==> src/rtl/mips_fetch_pkg.sv <==
// Shared definitions for the MIPS fetch stage: control-type and opcode
// encodings, fetch FSM states and the default reset PC.
package mips_fetch_pkg;

   localparam logic [31:0] RESET_PC_DEFAULT = 32'h0040_0000;

   // Next-PC select returned by decode/execute with each consumed instruction
   typedef enum logic [1:0] {
      CT_FALL   = 2'b00,
      CT_BRANCH = 2'b01,
      CT_JUMP   = 2'b10,
      CT_JR     = 2'b11
   } ctrl_type_t;

   typedef enum logic [1:0] {
      ST_REQ   = 2'b00,
      ST_WAIT  = 2'b01,
      ST_HOLD  = 2'b10,
      ST_FAULT = 2'b11
   } fetch_state_t;

   localparam logic [5:0] OP_RTYPE = 6'h00;
   localparam logic [5:0] OP_J     = 6'h02;
   localparam logic [5:0] OP_JAL   = 6'h03;
   localparam logic [5:0] OP_BEQ   = 6'h04;
   localparam logic [5:0] OP_BNE   = 6'h05;
   localparam logic [5:0] OP_ADDI  = 6'h08;
   localparam logic [5:0] OP_LW    = 6'h23;
   localparam logic [5:0] OP_SW    = 6'h2B;

   function automatic logic [31:0] word_align(input logic [31:0] addr);
      return {addr[31:2], 2'b00};
   endfunction

endpackage

==> src/rtl/mips_fetch_next_pc.sv <==
// Combinational next-PC selection for the instruction being consumed.
// JR targets are returned word-aligned; misaligned flags nonzero low bits.
module fetch_next_pc
   import mips_fetch_pkg::*;
(
   input  logic [31:0] pc,
   input  logic [31:0] inst,
   input  logic [1:0]  control_type,
   input  logic [31:0] rs_data,
   output logic [31:0] next_pc,
   output logic        misaligned
);

   logic [31:0] pc4;
   logic [31:0] branch_off;
   logic [5:0]  unused_opcode;

   assign pc4           = pc + 32'd4;
   assign branch_off    = {{14{inst[15]}}, inst[15:0], 2'b00};
   assign unused_opcode = inst[31:26];

   always_comb begin
      next_pc    = pc4;
      misaligned = 1'b0;
      case (ctrl_type_t'(control_type))
         CT_FALL:   next_pc = pc4;
         CT_BRANCH: next_pc = pc4 + branch_off;
         CT_JUMP:   next_pc = {pc4[31:28], inst[25:0], 2'b00};
         CT_JR: begin
            next_pc    = word_align(rs_data);
            misaligned = (rs_data[1:0] != 2'b00);
         end
         default:   next_pc = pc4;
      endcase
   end

endmodule

==> src/rtl/mips_fetch.sv <==
// Instruction fetch stage: PC register, imem req/ack handshake, one-deep
// instruction hold. Optional FETCH_ALIGN_CHECK_EN traps misaligned JR targets.
module mips_fetch
   import mips_fetch_pkg::*;
#(
   parameter logic [31:0] RESET_PC = RESET_PC_DEFAULT
) (
   input  logic        clock,
   input  logic        reset,
   output logic        imem_req,
   output logic [31:0] imem_addr,
   input  logic        imem_ack,
   input  logic [31:0] imem_rdata,
   output logic [31:0] inst,
   output logic [31:0] inst_pc,
   output logic        inst_valid,
   input  logic        inst_ready,
   input  logic [1:0]  control_type,
   input  logic [31:0] rs_data,
   output logic        fetch_except
);

   fetch_state_t state;
   logic [31:0]  pc;
   logic [31:0]  next_pc;
   logic         misaligned;

   fetch_next_pc u_next_pc (
      .pc           (pc),
      .inst         (inst),
      .control_type (control_type),
      .rs_data      (rs_data),
      .next_pc      (next_pc),
      .misaligned   (misaligned)
   );

   // Request is gated by reset so memory sees it drop while reset is held
   // and sees the REQ-state request in the very first cycle after release.
   assign imem_req  = reset && (state == ST_REQ || state == ST_WAIT);
   assign imem_addr = imem_req ? word_align(pc) : 32'h0;

`ifndef FETCH_ALIGN_CHECK_EN
   logic unused_misaligned;
   assign unused_misaligned = misaligned;
   assign fetch_except      = 1'b0;
`endif

   always_ff @(posedge clock) begin
      if (!reset) begin
         state      <= ST_REQ;
         pc         <= RESET_PC;
         inst       <= 32'h0;
         inst_pc    <= 32'h0;
         inst_valid <= 1'b0;
`ifdef FETCH_ALIGN_CHECK_EN
         fetch_except <= 1'b0;
`endif
      end else begin
         case (state)
            ST_REQ: state <= ST_WAIT;
            ST_WAIT: begin
               if (imem_ack) begin
                  inst       <= imem_rdata;
                  inst_pc    <= pc;
                  inst_valid <= 1'b1;
                  state      <= ST_HOLD;
               end
            end
            ST_HOLD: begin
               if (inst_ready) begin
                  inst_valid <= 1'b0;
`ifdef FETCH_ALIGN_CHECK_EN
                  if (misaligned) begin
                     fetch_except <= 1'b1;
                     state        <= ST_FAULT;
                  end else begin
                     pc    <= next_pc;
                     state <= ST_REQ;
                  end
`else
                  pc    <= next_pc;
                  state <= ST_REQ;
`endif
               end
            end
            // FAULT is sticky until reset
            default: state <= ST_FAULT;
         endcase
      end
   end

endmodule

==> config.mk <==
export PLATFORM = sky130hd
export DESIGN_NAME = mips_fetch
export DESIGN_NICKNAME = d
export VERILOG_FILES = /design/src/rtl/mips_fetch_pkg.sv /design/src/rtl/mips_fetch_next_pc.sv /design/src/rtl/mips_fetch.sv
export SDC_FILE = /design/constraint.sdc
export NUM_CORES = 1
export LEC_CHECK = 0
export CAP_MARGIN = 10
export CORE_MARGIN = 3
export CORE_UTILIZATION = 54
export CTS_BUF_LIST = sky130_fd_sc_hd__clkbuf_2 sky130_fd_sc_hd__clkbuf_4 sky130_fd_sc_hd__clkbuf_8
export DETAILED_ROUTE_END_ITERATION = 8
export PLACE_DENSITY = 0.95
export SYNTH_ARGS = -nofsm -noshare
export SYNTH_HDL_FRONTEND = slang
export SYNTH_HIERARCHICAL = 1
export SYNTH_SLANG_ARGS = --single-unit
==> constraint.sdc <==
create_clock -name clock -period 5.9 [get_ports clock]
set_clock_uncertainty 0.2 [all_clocks]
set_input_delay 0.59 -clock clock [delete_from_list [all_inputs] [get_ports clock]]
set_output_delay 0.59 -clock clock [all_outputs]
set_load 0.01 [all_outputs]
==> impl_metrics.py <==
metrics = {
    "outcome": {
        "outcome": "finished, final reports clean",
    },
    "worst_setup_path": {
        "start_kind": "register",
        "reg2regPathDepth": 16,
        "rrSetupSlack_ps": 1450,
        "critPathMaxFanout": 8,
        "crit_type": "register to register",
        "r2r_start": "pc[2]",
        "arrival_ps": 4560,
        "worstPathRequired_ps": 6020,
        "endpoint_kind": "register",
        "reg2reg_to": "pc[28]",
        "crit_start": "pc[2]",
    },
    "floorplan": {
        "coreArea_um2": 12200,
        "dieArea_um2": 14100,
        "start_util": 0.562,
        "die_w_um": 119,
        "fp.dieH_um": 119,
        "core.rowCount": 40,
        "io_pins": 169,
    },
    "power": {
        "power_mw": 1.90,
        "power.leakage_nw": 3.23,
        "ir_drop_mv": 0.300,
        "powerDensity_nw_per_um2": 220,
    },
    "sta": {
        "finalHoldViolCount": 0,
        "tightest_slew_ps": 888,
        "slew_headroom": 0.408,
        "fin_crit_ps": 4450,
        "fin_crit_sh": 0.754,
        "whs_ps": 257,
        "setup_violations": 0,
        "rsz0062_at_grt": "false",
        "slew_violations": 0,
        "fin_tns_setup_ps": 0,
        "fin_ws_ps": 1450,
        "timing.fmax_mhz": 225,
    },
    "detailed_routing": {
        "ant_nets": 0,
        "wl_per_cell_um": 16.7,
        "vias": 6443,
        "drt_wl_total_um": 18600,
        "first_iter_violations": 814,
        "drc": 0,
        "post_drt_via_cell_ratio": 5.78,
        "dr.pass1.iters": 5,
    },
    "layout": {
        "final_cell_mix": "224 x nand2_1, 161 x clkdlybuf4s50_1, 99 x dfxtp_1",
        "final_area_um2": 8640,
        "layout_commonest_cell": "nand2_1",
        "layout-drive-gt1-share": 0.0993,
        "antenna_cells": 0,
        "nets": 1051,
        "syn_to_final_growth_pct": 25.9,
    },
    "clocking": {
        "cts.htree.levels": 3,
        "root_buffer": "clkbuf_8",
        "cts.sink_count": 99,
        "clkTransAtPathRegs_ps": 100,
        "cts_buffers": 9,
        "post_cts_resized": 0,
        "cts_hold_buf": 0,
        "clockBufferDepth": 2,
        "clock_latency_ps": 380,
        "tritoncts": "yes",
        "post_cts_buffers": 0,
    },
    "run": {
        "maxCapViolations": 0,
    },
    "grt": {
        "grt_pass1_wl_um": 29800,
        "antenna_found_initial": 0,
        "grt.overflow.total": 0,
        "grt_pass1_vias": 5952,
        "track_usage": 0.259,
        "grt_max_degree": 100,
    },
    "logic_synthesis": {
        "syn_inst": 808,
        "netlist_area_um2": 6870,
        "ys_warn_count": 6,
        "syn_area_per_cell_um2": 8.50,
    },
    "placement": {
        "portBuffers": 163,
        "preCtsSetupSlack_ps": 1550,
        "place.gp.congestion": 0.973,
        "placed_area_um2": 8420,
        "dp_hpwl_um": 13500,
    },
    "worst_hold_path": {
        "worstHoldStart": "inst_pc[30]",
        "worst_hold_path.endpoint": "inst_pc[30]",
        "min_path_cells": 2,
        "hold_path_class": "register to register",
    },
}
## critical path, stage by stage, from the launching register on
cell and delay, ps:
dfxtp_1 460, ha_1 250, inv_1 70, nor3_1 480, and3_1 300, nand4_1 120
xnor2_1 240, ha_1 360, a21o_2 220, a221o_1 350, or3_1 330, o211a_1 250
o22ai_1 210, xor2_1 110, a21oi_1 210, nand2_1 70, a21boi_0 150
## how the worst max path moves through the flow
stage	endpoint	slack [ps]	cells past startpoint
finish	pc[28]	1450	16
global route	pc[31]	1030	18
CTS	pc[31]	1500	18
detailed placement	pc[31]	1550	18
global placement	pc[27]	1560	17
floorplan	pc[30]	2010	17
## per-layer routing
layer	vias to the layer above	share of wire	track usage
met3	52	0.076	0.0445
met2	325	0.45	0.402
met5	-	0	0
met4	0	0.029	0.0978
li1	3057	-	-
met1	3009	0.45	0.360
## report_power, final
group / switching (mW) / internal (mW)
Combinational: 0.338 / 0.283
Clock: 0.251 / 0.245
Sequential: 0.0657 / 0.719
Total: 0.655 / 1.25
## state kept, by name, indices dropped and copies added (netlist names)
| name | count |
|---|---|
| pc | 32 |
| state | 2 |
| inst | 32 |
| inst_valid | 1 |
| inst_pc | 32 |
## cell type report
cell class | instances | area, um2
multi-input cells | 648 | 4520
repair buffers | 167 | 1650
inverters | 17 | 63.8
well taps | 168 | 210
flip-flops and latches | 99 | 1980
clock inverters | 6 | 87.6
clock buffers | 10 | 131
fillers | 936 | 3570
## through the flow
| step | utilization | instances |
|---|---|---|
| after floorplan | - | 810 |
| after global placement | 0.690 | 1099 |
| after detailed placement | 0.690 | 1099 |
| after CTS | 0.708 | 1115 |
| after global routing | 0.708 | 1115 |
| final | 0.708 | 1115 |
(Power assumes the default switching activity.)
